**src/rtl/decode_mc.sv**
```systemverilog
// Multicycle ARM-subset control unit: main FSM, ALU decoder, PC logic, instruction decoder.
// DECODE_MUL_EN builds the multi-cycle multiply path (MULEX/MULWB, latency counter, MulStart, Busy).
module decode_mc #(
  parameter int          ALUCTL_W = 3,
  parameter int          MUL_LAT  = 4,
  parameter logic [3:0]  MUL_CMD  = 4'b1011
) (
  input  logic                clk,
  input  logic                reset,
  input  logic [1:0]          i_Op,
  input  logic [5:0]          i_Funct,
  input  logic [3:0]          i_Rd,
  output logic [1:0]          o_FlagW,
  output logic                o_PCS,
  output logic                o_NextPC,
  output logic                o_RegW,
  output logic                o_MemW,
  output logic                o_IRWrite,
  output logic                o_AdrSrc,
  output logic [1:0]          o_ResultSrc,
  output logic [1:0]          o_ALUSrcA,
  output logic [1:0]          o_ALUSrcB,
  output logic [1:0]          o_ImmSrc,
  output logic [1:0]          o_RegSrc,
  output logic [ALUCTL_W-1:0] o_ALUControl,
  output logic                o_MulStart,
  output logic                o_Busy
);

  typedef enum logic [3:0] {
    FETCH, DECODE, MEMADR, MEMRD, MEMWB, MEMWR,
    EXECUTER, EXECUTEI, ALUWB, BRANCH, MULEX, MULWB
  } state_t;

  state_t r_state;
  state_t w_next;

  logic [3:0] w_cmd;
  logic       w_i;
  logic       w_s;
  logic       w_is_mul;
  logic       w_cnt_zero;
  logic       w_cnt_last;

  assign w_cmd = i_Funct[4:1];
  assign w_i   = i_Funct[5];
  assign w_s   = i_Funct[0];

`ifdef DECODE_MUL_EN
  localparam int CNT_W = (MUL_LAT > 1) ? $clog2(MUL_LAT) : 1;

  logic [CNT_W-1:0] r_cnt;

  assign w_is_mul   = (w_cmd == MUL_CMD);
  assign w_cnt_zero = (r_cnt == '0);
  assign w_cnt_last = (r_cnt == CNT_W'(MUL_LAT - 1));

  // Counter runs only while staying in MULEX, so every entry starts at 0
  always_ff @(posedge clk) begin
    if (reset)
      r_cnt <= '0;
    else if (r_state == MULEX && w_next == MULEX)
      r_cnt <= r_cnt + 1'b1;
    else
      r_cnt <= '0;
  end
`else
  logic [31:0] w_unused_lat;

  assign w_unused_lat = 32'(MUL_LAT);
  assign w_is_mul     = 1'b0;
  assign w_cnt_zero   = 1'b0;
  assign w_cnt_last   = 1'b0;
`endif

  always_ff @(posedge clk) begin
    if (reset)
      r_state <= FETCH;
    else
      r_state <= w_next;
  end

  always_comb begin
    w_next = r_state;
    unique case (r_state)
      FETCH:  w_next = DECODE;
      DECODE: begin
        unique case (1'b1)
          (i_Op == 2'b01):                    w_next = MEMADR;
          (i_Op == 2'b10):                    w_next = BRANCH;
          (i_Op == 2'b11):                    w_next = FETCH;
          (i_Op == 2'b00 && w_i):             w_next = EXECUTEI;
          (i_Op == 2'b00 && !w_i && w_is_mul):  w_next = MULEX;
          (i_Op == 2'b00 && !w_i && !w_is_mul): w_next = EXECUTER;
          default:                            w_next = FETCH;
        endcase
      end
      MEMADR:   w_next = w_s ? MEMRD : MEMWR;
      MEMRD:    w_next = MEMWB;
      EXECUTER: w_next = ALUWB;
      EXECUTEI: w_next = ALUWB;
`ifdef DECODE_MUL_EN
      MULEX:    w_next = w_cnt_last ? MULWB : MULEX;
`endif
      default:  w_next = FETCH;
    endcase
  end

  logic [2:0] w_ctl;
  logic [1:0] w_fl;
  logic       w_valid;

  always_comb begin
    w_ctl   = 3'b000;
    w_fl    = 2'b00;
    w_valid = 1'b1;
    case (w_cmd)
      4'b0100: begin w_ctl = 3'b000; w_fl = {w_s, w_s}; end
      4'b0010: begin w_ctl = 3'b001; w_fl = {w_s, w_s}; end
      4'b0000: begin w_ctl = 3'b010; w_fl = {w_s, 1'b0}; end
      4'b1100: begin w_ctl = 3'b011; w_fl = {w_s, 1'b0}; end
      default: begin
        if (w_is_mul) w_ctl = 3'b110;
        else          w_valid = 1'b0;
      end
    endcase
  end

  logic w_aluop;
  logic w_regw;
  logic w_branch;
  logic w_memw;
  logic w_irw;
  logic w_npc;
  logic w_start;
  logic w_busy;

  always_comb begin
    w_aluop     = 1'b0;
    w_regw      = 1'b0;
    w_branch    = 1'b0;
    w_memw      = 1'b0;
    w_irw       = 1'b0;
    w_npc       = 1'b0;
    w_start     = 1'b0;
    w_busy      = 1'b0;
    o_AdrSrc    = 1'b0;
    o_ResultSrc = 2'b00;
    o_ALUSrcA   = 2'b00;
    o_ALUSrcB   = 2'b00;
    unique case (r_state)
      FETCH: begin
        w_irw       = 1'b1;
        w_npc       = 1'b1;
        o_ALUSrcA   = 2'b01;
        o_ALUSrcB   = 2'b10;
        o_ResultSrc = 2'b10;
      end
      DECODE: begin
        o_ALUSrcA   = 2'b01;
        o_ALUSrcB   = 2'b10;
        o_ResultSrc = 2'b10;
      end
      MEMADR:   o_ALUSrcB = 2'b01;
      MEMRD:    o_AdrSrc  = 1'b1;
      MEMWB: begin
        o_ResultSrc = 2'b01;
        w_regw      = 1'b1;
      end
      MEMWR: begin
        o_AdrSrc = 1'b1;
        w_memw   = 1'b1;
      end
      EXECUTER: w_aluop = 1'b1;
      EXECUTEI: begin
        o_ALUSrcB = 2'b01;
        w_aluop   = 1'b1;
      end
      // Unimplemented commands execute as a no-op with no writeback
      ALUWB:    w_regw = w_valid;
      BRANCH: begin
        o_ALUSrcB   = 2'b01;
        o_ResultSrc = 2'b10;
        w_branch    = 1'b1;
      end
`ifdef DECODE_MUL_EN
      MULEX: begin
        w_aluop = 1'b1;
        w_busy  = 1'b1;
        w_start = w_cnt_zero;
      end
      MULWB:    w_regw = 1'b1;
`endif
      default: ;
    endcase
  end

  always_comb begin
    o_ALUControl      = '0;
    o_ALUControl[2:0] = w_aluop ? w_ctl : 3'b000;
  end

  assign o_FlagW    = (w_aluop && !reset) ? w_fl : 2'b00;
  assign o_RegW     = w_regw & !reset;
  assign o_MemW     = w_memw & !reset;
  assign o_IRWrite  = w_irw & !reset;
  assign o_NextPC   = w_npc & !reset;
  assign o_MulStart = w_start & !reset;
  assign o_Busy     = w_busy & !reset;
  assign o_PCS      = !reset & (((i_Rd == 4'd15) & w_regw) | w_branch);
  assign o_ImmSrc   = i_Op;
  assign o_RegSrc   = {i_Op == 2'b01, i_Op == 2'b10};

endmodule

```
**config.mk**
```make
export PLATFORM = sky130hd
export DESIGN_NAME = decode_mc
export DESIGN_NICKNAME = d
export VERILOG_FILES = /design/src/rtl/decode_mc.sv
export SDC_FILE = /design/constraint.sdc
export NUM_CORES = 1
export LEC_CHECK = 0
export ABC_AREA = 1
export BUFFER_PORTS_ARGS = -buffer_cell sky130_fd_sc_hd__buf_4
export CAP_MARGIN = 10
export CORE_MARGIN = 5
export CORE_UTILIZATION = 38
export DETAILED_ROUTE_END_ITERATION = 16
export PLACE_DENSITY_LB_ADDON = 0.15
export SLEW_MARGIN = 25
export SYNTH_ARGS = -nofsm -noshare
export SYNTH_HDL_FRONTEND = slang
export SYNTH_SLANG_ARGS = --single-unit
```
**constraint.sdc**
```tcl
create_clock -name clk -period 1.7 [get_ports clk]
set_clock_uncertainty 0.05 [all_clocks]
set_input_delay 0.34 -clock clk [delete_from_list [all_inputs] [get_ports clk]]
set_output_delay 0.34 -clock clk [all_outputs]
set_load 0.005 [all_outputs]
```
==> key figures, run 1 <==
Global route
  • Pin count of the biggest net entering global routing: 8
  • Initial antenna violation count: 0
  • Vias in the first global route: 467
  • Gr busiest metal: met2
  • Met1 usage: 0.173
  • Congestion Overflow GR: 0
  • GRT Total Usage: 0.128
  • GRT met2 Usage: 0.195
  • GRT met3 Usage: 0.0395
  • First-pass GRT wire length: about 2.0 mm

Pwr
  • Net Sw Frac: 0.338
  • IR Drop Worst-Case VDD: 0.000399 V
  • Net Switching: 0.000135 W
  • Sequential power share: 0.290
  • Gate power share: 0.419
  • P_int: between 0.0002 and 0.0003 W
  • Power Dens Cells: 489 mW/mm2
  • Clk network pwr share: 0.291
  • Pwr Total: about 0.00040 W
  • LEAKAGE: 0.465 nW

Setup path
  • Crit-path max FO: 5
  • Req. time, crit path: between 1000 and 1500 ps
  • Critical R2R Capture: r_state[0]
  • Worst R2R Setup Slack: 570 ps
  • R2R cell count: 7
  • Crit path to: o_FlagW[0]
  • WP buf/inv: 3
  • Arr. time, crit path: 1250 ps
  • Slowest CP cell: dfxtp_4
  • CP Cell Sequence: inv_4, nor2_4, nand2_4, a211o_1, inv_2, buf_6
  • WP depth: 6
  • Kind of end point of the critical path: primary output
  • Setup crit start: r_state[2]
  • CP delay by family, top: flip-flops
  • Crit path kind: register to primary output
  • Worst path max stage delay: 380 ps
  • R2R Path Start: r_state[3]
  • Crit path launch type: register

Clock tree
  • Clock Latency Late Sink: 230 ps
  • Clk slew on worst S/H paths: 40 ps
  • Cts bufs inserted: 3
  • Clock H-tree levels: 1
  • Max clock buf depth: 2
  • CTS tree: done
  • Root Driver: clkbuf_4
  • Clock sink count: 4

STA
  • Final setup margin: between 60 and 70 ps
  • Crit share post-route: 0.964
  • Pins Over Slew Limit: 0
  • Final min period: about 1600 ps
  • Final setup vio count: 0
  • Max Clk Rate: between 600 and 700 MHz
  • Final Hold Viols: 0
  • RSZ-0062 raised after global routing: yes
  • Setup tns final: 0 ps

Yosys
  • Post-Synthesis Cells: 90
  • Post-synth top area share: 0.162
  • Mean Syn Cell Area: 5.48 um2
  • Yosys warns: 0
  • Top cells by area, synth: dfxtp_1 (16%), nand2_1 (15%), inv_1 (11%)
  • Cell taking the most area after synthesis: dfxtp_1
  • Post-synthesis register bit count: 4
  • Distinct cells, synth: 18
  • Register area share after synthesis: 0.162
  • Mapped Area: 493 um2

Hold path
  • Hold Path Class: primary input to register

Drt
  • WL/cell: around 10 um
  • Vias/cell: 4.45
  • DR iter-0 viols: 14
  • Drt total wl: 1.38 mm
  • Final ANT Viol Nets: 0
  • Drt first pass iters: 4
  • # DRC: 0
  • Vias: 628

Final layout
  • Area Growth Syn to Fin: 66.0%
  • Share of layout cells above drive strength 1: 0.476
  • Largest reg by FF count: r_state
  • Final core occ: 0.645
  • Nets@finish: 142
  • Max reg flops: 4
  • Top Registers: r_state: 4 flops
  • N_diodes: 0

Die
  • Die height: about 46 um
  • Starting Density: 0.389
  • Num rows: 13
  • Die area: around 0.0021 mm2
  • IO Pins: 37
  • Core region area: ~0.0013 mm2
  • Die Wd: ~46 um

Placed design
  • Pre-CTS setup slack: 99.2 ps
  • HPWL after detailed placement: 1.09 mm
  • GPL Wtd Cong: 0.721
  • Port-buffer cells: 32

Outcome
  • Status: complete, no violations

Run
  • Max_cap viols: 0
-- metal layers --
layer	vias up	share of wire
li1	340	-
met3	0	0.092
met4	0	0
met2	24	0.50
met1	264	0.40
met5	-	0
-- power groups by stage --
stage               Combinational, W  Clock, W  Sequential (W)
floorplan                  0.0000880         0        0.000110
global placement            0.000148         0        0.000112
detailed placement          0.000150         0        0.000113
CTS                         0.000151  0.000123        0.000113
global route                0.000188  0.000130        0.000117
finish                      0.000168  0.000117        0.000116
-- cell usage in the layout, fill, tap and decap left out, drive strengths merged --
master / Yosys / layout
nor2: 16 / 16
nor3: 2 / 2
clkbuf: 0 / 3
inv: 19 / 19
o21ai: 4 / 4
conb: 1 / 4
nand3: 9 / 9
nor3b: 1 / 1
buf: 7 / 37
nand2: 21 / 21
a211o: 1 / 1
a21oi: 5 / 5
dfxtp: 4 / 4
-- cells in the mapped netlist, drive strengths merged --
master,number
nand3,9
nor3b,1
nand2,21
nor3,2
inv,19
dfxtp,4
o21ai,4
nor2,16
a211o,1
buf,7
a21oi,5
conb,1
-- area by class of cell --
type / count / area (um2)
timing repair buffer: 37 / 282
tap: 15 / 18.8
sequential: 4 / 90.1
multi-input combinational: 63 / 329
fill: 126 / 450
clock buffer: 3 / 22.5
inverter: 19 / 76.3
-- what timing repair did --
item                                    in CTS  in global routing
buffers inserted                             0                  5
gates resized for setup                      3                 14
endpoints found under the setup margin       4                  7
hold buffers                                 0                  0
pin swaps                                    0                  4
-- cells by family after synthesis --
| logic type | count (synthesis) | share of synthesized area |
|---|---|---|
| flip-flops | 4 | 0.162 |
| other | 1 | 0.00761 |
| buffers and inverters | 26 | 0.251 |
| AO/OA/AOI/OAI | 10 | 0.109 |
| AND/OR/NAND/NOR | 49 | 0.470 |
-- stage by stage --
| step | cell area [um2] | hold slack (ps) | cells |
|---|---|---|---|
| 2_1_floorplan | 504 | 359 | 93 |
| 3_3_place_gp | 711 | 517 | 133 |
| 3_5_place_dp | 711 | 514 | 133 |
| 4_1_cts | 741 | 264 | 136 |
| 5_1_grt | 818 | 275 | 141 |
| 6_report | 818 | 268 | 141 |
-- worst min path at each step --
stage                      from         end  cells after the start
final                     reset  r_state[3]                      2
after global routing      reset  r_state[1]                      2
after CTS                 reset  r_state[3]                      2
after detailed placement  reset  r_state[3]                      2
after global placement    reset  r_state[3]                      2
after floorplan           reset  r_state[1]                      1
-- worst register-to-register path, delay by kind of cell (launching register included) --
kind	cells	cell delay (ps)
simple gates	3	370
compound gates	2	160
flops	1	340
buf+inv	2	150
Power figures use the tool's default switching activity.
==> run 2: changes to the inputs <==
--- a/config.mk
+++ b/config.mk
@@ -8,10 +8,13 @@
 export ABC_AREA = 1
 export BUFFER_PORTS_ARGS = -buffer_cell sky130_fd_sc_hd__buf_4
 export CAP_MARGIN = 10
-export CORE_MARGIN = 5
-export CORE_UTILIZATION = 38
+export CELL_PAD_IN_SITES_DETAIL_PLACEMENT = 1
+export CELL_PAD_IN_SITES_GLOBAL_PLACEMENT = 2
+export CORE_ASPECT_RATIO = 0.5
+export CORE_UTILIZATION = 16
 export DETAILED_ROUTE_END_ITERATION = 16
 export PLACE_DENSITY_LB_ADDON = 0.15
+export SETUP_SLACK_MARGIN = 0.3
 export SLEW_MARGIN = 25
 export SYNTH_ARGS = -nofsm -noshare
 export SYNTH_HDL_FRONTEND = slang
==> run 2 against run 1 <==
Fmax is 0.33% lower; sequential power down 5%; clock power increased by 76%; count of clock-buffer cells in the layout unchanged; global-route usage fell by 1.0 points; final cell count up 21%; design area increased by 20%; routed wire length rose by 36%; register-to-register slack lost 270 ps; sequential share of layout area down 1.8 points; non-clock buffer count grew 8; worst hold slack better by 18 ps; critical path type unchanged; largest cell class unchanged.
==> key figures, run 2 (synthesized netlist as in run 1, its figures left out) <==
Outcome
  • Status: complete, no violations

Hold path
  • Hold Path Class: primary input to register
  • WHS Path Cells: 2 (unchanged)
  • Worst hold start: reset

Drt
  • WL/cell: 11.0 um (+12%)
  • Final ANT Viol Nets: 0 (unchanged)
  • Vias/cell: 4.04 (-9.3%)
  • Drt first pass iters: 4 (unchanged)
  • Drt total wl: 1.88 mm (+36%)
  • # DRC: 0 (unchanged)
  • DR iter-0 viols: 10 (-4)
  • Vias: 691 (+10%)

Global route
  • GRT Total Usage: 0.118 (-0.0101)
  • First-pass GRT wire length: 2.78 mm (+38%)
  • Pin count of the biggest net entering global routing: 8 (unchanged)
  • Vias in the first global route: 620 (+33%)
  • Congestion Overflow GR: 0 (unchanged)
  • Initial antenna violation count: 0 (unchanged)

Placed design
  • Pre-CTS setup slack: 31.0 ps (-68.2 ps)
  • HPWL after detailed placement: 1.36 mm (+25%)
  • GPL Wtd Cong: 0.763 (+5.9%)
  • Area after DPL: 753 um2 (+6.0%)
  • Port-buffer cells: 32 (unchanged)

Setup path
  • Kind of end point of the critical path: primary output
  • Crit-path max FO: 4 (-1)
  • R2R Path Start: r_state[3]
  • Crit path launch type: register
  • Req. time, crit path: 1310 ps (about the same)
  • Setup crit start: r_state[2]
  • Arr. time, crit path: 1250 ps (about the same)
  • Crit path kind: register to primary output
  • R2R cell count: 9 (+2)

Final layout
  • Final core occ: 0.357 (-0.288)
  • Commonest non-fill, non-tap cell in the layout: buf_4
  • Register Area: 90.1 um2 (unchanged)
  • Commonest non-fill, non-tap cells in the layout: buf_4 (44), nand2_1 (16), inv_1 (13)
  • Final Cell Area: 982 um2 (+20%)
  • Multi-input gate area: 387 um2 (+17%)
  • Max reg flops: 4 (unchanged)
  • Fillers: 379 (+200%)
  • Top Registers: r_state: 4 flops
  • N_diodes: 0 (unchanged)
  • Largest reg by FF count: r_state
  • Area Growth Syn to Fin: 99.2%
  • Nets@finish: 150 (+5.6%)
  • Share of layout cells above drive strength 1: 0.597 (+0.121)

Die
  • IO Pins: 37 (unchanged)
  • Starting Density: 0.179 (-0.209)
  • Num rows: 13 (unchanged)
  • Die area: 0.00332 mm2 (+57%)
  • Die height: 41.3 um (-10%)
  • Die Wd: 80.5 um (+75%)
  • Core region area: 0.00275 mm2 (+120%)

Clock tree
  • Clock Latency Late Sink: 220 ps (about the same)
  • Cts bufs inserted: 3 (unchanged)
  • CTS tree: done
  • Hold-fix buffers at CTS: 0 (unchanged)
  • Root Driver: clkbuf_8
  • Clock H-tree levels: 1 (unchanged)
  • Max clock buf depth: 2 (unchanged)
  • Clock sink count: 4 (unchanged)
  • Clk slew on worst S/H paths: 30 ps (about the same)

STA
  • Crit share post-route: 0.967 (+0.00316)
  • RSZ-0062 raised after global routing: yes
  • Final min period: 1640 ps (+5.37 ps)
  • Max Clk Rate: 608 MHz (-0.33%)
  • Final setup vio count: 0 (unchanged)
  • Final Hold Viols: 0 (unchanged)
  • Pins Over Slew Limit: 0 (unchanged)
  • Final hold slack: 287 ps (+18.4 ps)
  • Final setup margin: 55.6 ps (-5.37 ps)

Run
  • Max_cap viols: 0 (unchanged)

Pwr
  • IR Drop Worst-Case VDD: 0.000204 V (-49%)
  • Net Sw Frac: 0.320 (-0.0181)
  • LEAKAGE: 0.528 nW (+13%)
  • P_int: 0.000358 W (+35%)
  • Pwr Total: 0.000527 W (+32%)
  • Gate power share: 0.401 (-0.018)
  • Sequential power share: 0.209 (-0.081)
  • Net Switching: 0.000169 W (+25%)
  • Clk network pwr share: 0.390 (+0.099)
  • Power Dens Cells: 536 mW/mm2 (+9.8%)
## run 2: cell types whose count changed in the layout (fill, tap and decap cells not counted), sizes merged
cell / delta
buf: +8
## run 2: path summary, 6_finish.rpt
kind | to | slack [ps]
hold / removal | r_state[1] | 290
setup / recovery | o_FlagW[0] | 60
setup reg to reg | r_state[0] | 300
hold reg to reg | r_state[1] | 520
## run 2: stage by stage
stage               std cells  setup TNS, ps
floorplan                  93              0
global placement          157              0
detailed placement        157              0
CTS                       169              0
global route              171          -29.3
finish                    171              0
## run 2: power by group through the flow
stage               combinational, W  sequential (W)  clock [W]
floorplan                  0.0000880        0.000110          0
detailed placement          0.000166        0.000111          0
finish                      0.000211        0.000110   0.000206
global route                0.000234        0.000111   0.000220
global placement            0.000167        0.000111          0
CTS                         0.000191        0.000107   0.000210
## run 2: timing repair
item                       4_1_cts  5_1_grt
gates resized for setup         11       22
buffers inserted                 9        2
pin swaps                        6        8
setup endpoints to repair       15       17
## run 2: area by class of cell
type / count / share of cell area
multi-input combinational: 63 / 0.394
tap: 37 / 0.0471
timing repair buffer: 45 / 0.348
inverter: 19 / 0.0777
sequential: 4 / 0.0917
clock buffer: 3 / 0.0420
## run 2: critical path: stages (launching register included)
cell	delay (ps)
dfxtp_4	350
inv_1	60
nor2_4	130
nand2_4	80
a211o_1	270
inv_1	50
buf_4	100
## run 2: routing by layer
layer,part of all wire,vias to the layer above,GRT usage
met5,0,-,0
li1,-,352,-
met4,0,0,0.0268
met1,0.46,310,0.138
met3,0.076,0,0.0444
met2,0.46,29,0.214
==> run 3: changes to the inputs <==
--- a/config.mk
+++ b/config.mk
@@ -5,13 +5,12 @@
 export SDC_FILE = /design/constraint.sdc
 export NUM_CORES = 1
 export LEC_CHECK = 0
-export ABC_AREA = 1
 export BUFFER_PORTS_ARGS = -buffer_cell sky130_fd_sc_hd__buf_4
 export CAP_MARGIN = 10
 export CELL_PAD_IN_SITES_DETAIL_PLACEMENT = 1
 export CELL_PAD_IN_SITES_GLOBAL_PLACEMENT = 2
 export CORE_ASPECT_RATIO = 0.5
-export CORE_UTILIZATION = 16
+export CORE_UTILIZATION = 19
 export DETAILED_ROUTE_END_ITERATION = 16
 export PLACE_DENSITY_LB_ADDON = 0.15
 export SETUP_SLACK_MARGIN = 0.3
==> run 3 against run 2 <==
The run now ends with negative setup slack left; routed wire length grew 11%; final cell count shrank 11%; worst hold slack improved by 32 ps; first-iteration DRC count is 50% lower; power grew 4.8%; critical endpoint unchanged; critical path type unchanged.
==> key figures, run 3 <==
Outcome
  • Status: complete, but fails checks
  • Violated checks: negative setup slack

Yosys
  • Async SR Flop Fraction: 0 (unchanged)
  • Cell taking the most area after synthesis: dfxtp_1
  • Mean Syn Cell Area: 7.52 um2 (+37%)
  • Register area share after synthesis: 0.150 (-0.0126)
  • Post-synthesis register bit count: 4 (unchanged)
  • Top post-synthesis cells by count: buf_4 (8), nor3_1 (6), nor2_1 (5), dfxtp_1 (4), inv_1 (4)
  • EDFF count, synth: 0 (unchanged)
  • Top FF cell, synth: dfxtp_1
  • Most frequent cell after synthesis: buf_4
  • Post-Synthesis Cells: 71 (-21%)
  • Yosys warns: 0 (unchanged)
  • Post-synth top area share: 0.150 (-0.0126)
  • Mapped Area: 534 um2 (+8.4%)
  • Top cells by area, synth: dfxtp_1 (15%), buf_4 (11%), nor3_1 (5.6%)
  • Distinct cells, synth: 32 (+14)

Clock tree
  • CTS tree: done
  • Clock sink count: 4 (unchanged)
  • Root Driver: clkbuf_8
  • Clk slew on worst S/H paths: 30 ps (about the same)
  • Clock H-tree levels: 1 (unchanged)
  • Clock Latency Late Sink: 210 ps (about the same)
  • Hold-fix buffers at CTS: 0 (unchanged)
  • Cts bufs inserted: 3 (unchanged)
  • Max clock buf depth: 2 (unchanged)

Setup path
  • Crit path launch type: register
  • Crit path kind: register to primary output
  • Worst R2R Setup Slack: 350 ps (+50 ps)
  • Critical R2R Capture: r_state[2]
  • Req. time, crit path: 1310 ps (about the same)
  • Arr. time, crit path: 1400 ps (+150 ps)
  • R2R Path Start: r_state[3]
  • Kind of end point of the critical path: primary output
  • R2R cell count: 4 (-5)
  • Crit-path max FO: 4 (unchanged)

STA
  • Final Hold Viols: 0 (unchanged)
  • Pins Over Slew Limit: 0 (unchanged)
  • Final min period: 1790 ps (+141 ps)
  • Final setup margin: -85.5 ps (-141 ps)
  • Max Clk Rate: 560 MHz (-7.9%)
  • Crit share post-route: 1.05 (+0.0830)
  • RSZ-0062 raised after global routing: yes
  • Final hold slack: 319 ps (+32.4 ps)
  • Final setup vio count: 6 (+6)

Pwr
  • Power Dens Cells: 492 mW/mm2 (-8.2%)
  • LEAKAGE: 0.501 nW (-5.1%)
  • IR Drop Worst-Case VDD: 0.000196 V (-3.9%)
  • Pwr Total: 0.000552 W (+4.8%)

Placed design
  • Port-buffer cells: 32 (unchanged)
  • GPL Wtd Cong: 0.752 (-1.5%)
  • HPWL after detailed placement: 1.42 mm (+4.5%)

Die
  • Die area: 0.00304 mm2 (-8.4%)
  • Num rows: 13 (unchanged)
  • Core region area: 0.00264 mm2 (-4.1%)
  • Die Wd: 77.0 um (-4.4%)
  • Starting Density: 0.203 (+0.0234)
  • Die height: 39.5 um (-4.3%)
  • IO Pins: 37 (unchanged)

Drt
  • Drt first pass iters: 3 (-1)
  • Vias/cell: 4.44 (+10%)
  • Final ANT Viol Nets: 0 (unchanged)
  • Drt total wl: 2.07 mm (+11%)
  • Vias: 680 (-1.6%)
  • # DRC: 0 (unchanged)
  • DR iter-0 viols: 5 (-5)
  • WL/cell: 13.5 um (+24%)

Global route
  • Pin count of the biggest net entering global routing: 8 (unchanged)
  • Initial antenna violation count: 0 (unchanged)
  • Vias in the first global route: 745 (+20%)
  • GRT Total Usage: 0.145 (+0.0267)
  • Congestion Overflow GR: 0 (unchanged)
  • First-pass GRT wire length: 3.36 mm (+21%)

Hold path
  • Hold Path Class: primary input to register
  • WHS Path Cells: 2 (unchanged)
  • Worst hold start: reset
  • WHS Endpoint: r_state[3]

Final layout
  • Fillers: 311 (-18%)
  • Commonest non-fill, non-tap cell in the layout: buf_4
  • Area Growth Syn to Fin: 110%
  • Share of layout cells above drive strength 1: 0.681 (+0.0840)
  • Largest reg by FF count: r_state
  • Nets@finish: 132 (-12%)
  • N_diodes: 0 (unchanged)
  • Top Registers: r_state: 4 flops
  • Commonest non-fill, non-tap cells in the layout: buf_4 (41), buf_6 (8), nor2_1 (4), conb_1 (4), dfxtp_4 (4)
  • Max reg flops: 4 (unchanged)

Run
  • Max_cap viols: 0 (unchanged)
[run 3: changes by cell type after synthesis, moves of 4 or more]
cell,delta
nor2_1,-6
nor3_1,+4
inv_1,-11
nand3_1,-8
inv_2,-4
nand2_1,-17
[run 3: metal layers]
layer | share of wire | vias up | GRT usage
met5 | 0 | - | 0
met4 | 0 | 0 | 0.0142
met3 | 0.041 | 0 | 0.0302
met2 | 0.52 | 21 | 0.308
met1 | 0.44 | 326 | 0.160
li1 | - | 333 | -
[run 3: how the worst max path moves through the flow]
stage / from / slack [ps] / endpoint
2_1_floorplan: r_state[3] / 170 / o_NextPC
3_3_place_gp: i_Funct[3] / 30 / o_RegW
3_5_place_dp: r_state[2] / 30 / o_PCS
4_1_cts: r_state[3] / -100 / o_FlagW[0]
5_1_grt: r_state[3] / -150 / o_FlagW[0]
6_report: r_state[3] / -90 / o_FlagW[0]
[run 3: cell families after synthesis]
kind of cell / Yosys count / share of synthesized area
and+or+nand+nor: 33 / 0.412
xor gates and xnor gates: 4 / 0.0656
other: 1 / 0.00702
DFF: 4 / 0.150
buffers and inverters: 16 / 0.190
muxes: 1 / 0.0187
AOI/OAI and AO/OA: 12 / 0.157
[run 3: worst max-delay path, cell delays in order, from the launching register on]
cell and delay, ps:
dfxtp_4 340, nand3b_4 150, or3_4 350, nor4_4 200
buf_4 140
[run 3: what timing repair did]
item / in CTS / in global routing
buffers inserted: 12 / 0
endpoints found under the setup margin: 15 / 15
pin swaps: 8 / 4
gates resized for setup: 31 / 10
[run 3: report_power, final]
part           internal (W)  switching (W)  total, W
Clock              0.000151      0.0000473  0.000198
Combinational      0.000136       0.000104  0.000241
Sequential        0.0000993      0.0000139  0.000113
[run 3: per-stage QoR]
step                      instances   util  cell area [um2]  setup WS (ps)  setup TNS (ps)
after global placement          138  0.313              826           25.6               0
after floorplan                  74      -              583            166               0
after global routing            153  0.425             1120           -148            -753
final                           153  0.425             1120          -85.5            -339
after detailed placement        138  0.313              826           32.1               0
after CTS                       153  0.407             1070           -103            -352
[run 3: cell type report]
type / instances / area [um2] / share of cell area
flip-flops and latches: 4 / 95.1 / 0.0848
well taps: 37 / 46.3 / 0.0413
clock buffers: 3 / 41.3 / 0.0368
inverters: 4 / 17.5 / 0.0156
multi-input cells: 54 / 493 / 0.440
repair buffers: 51 / 428 / 0.382
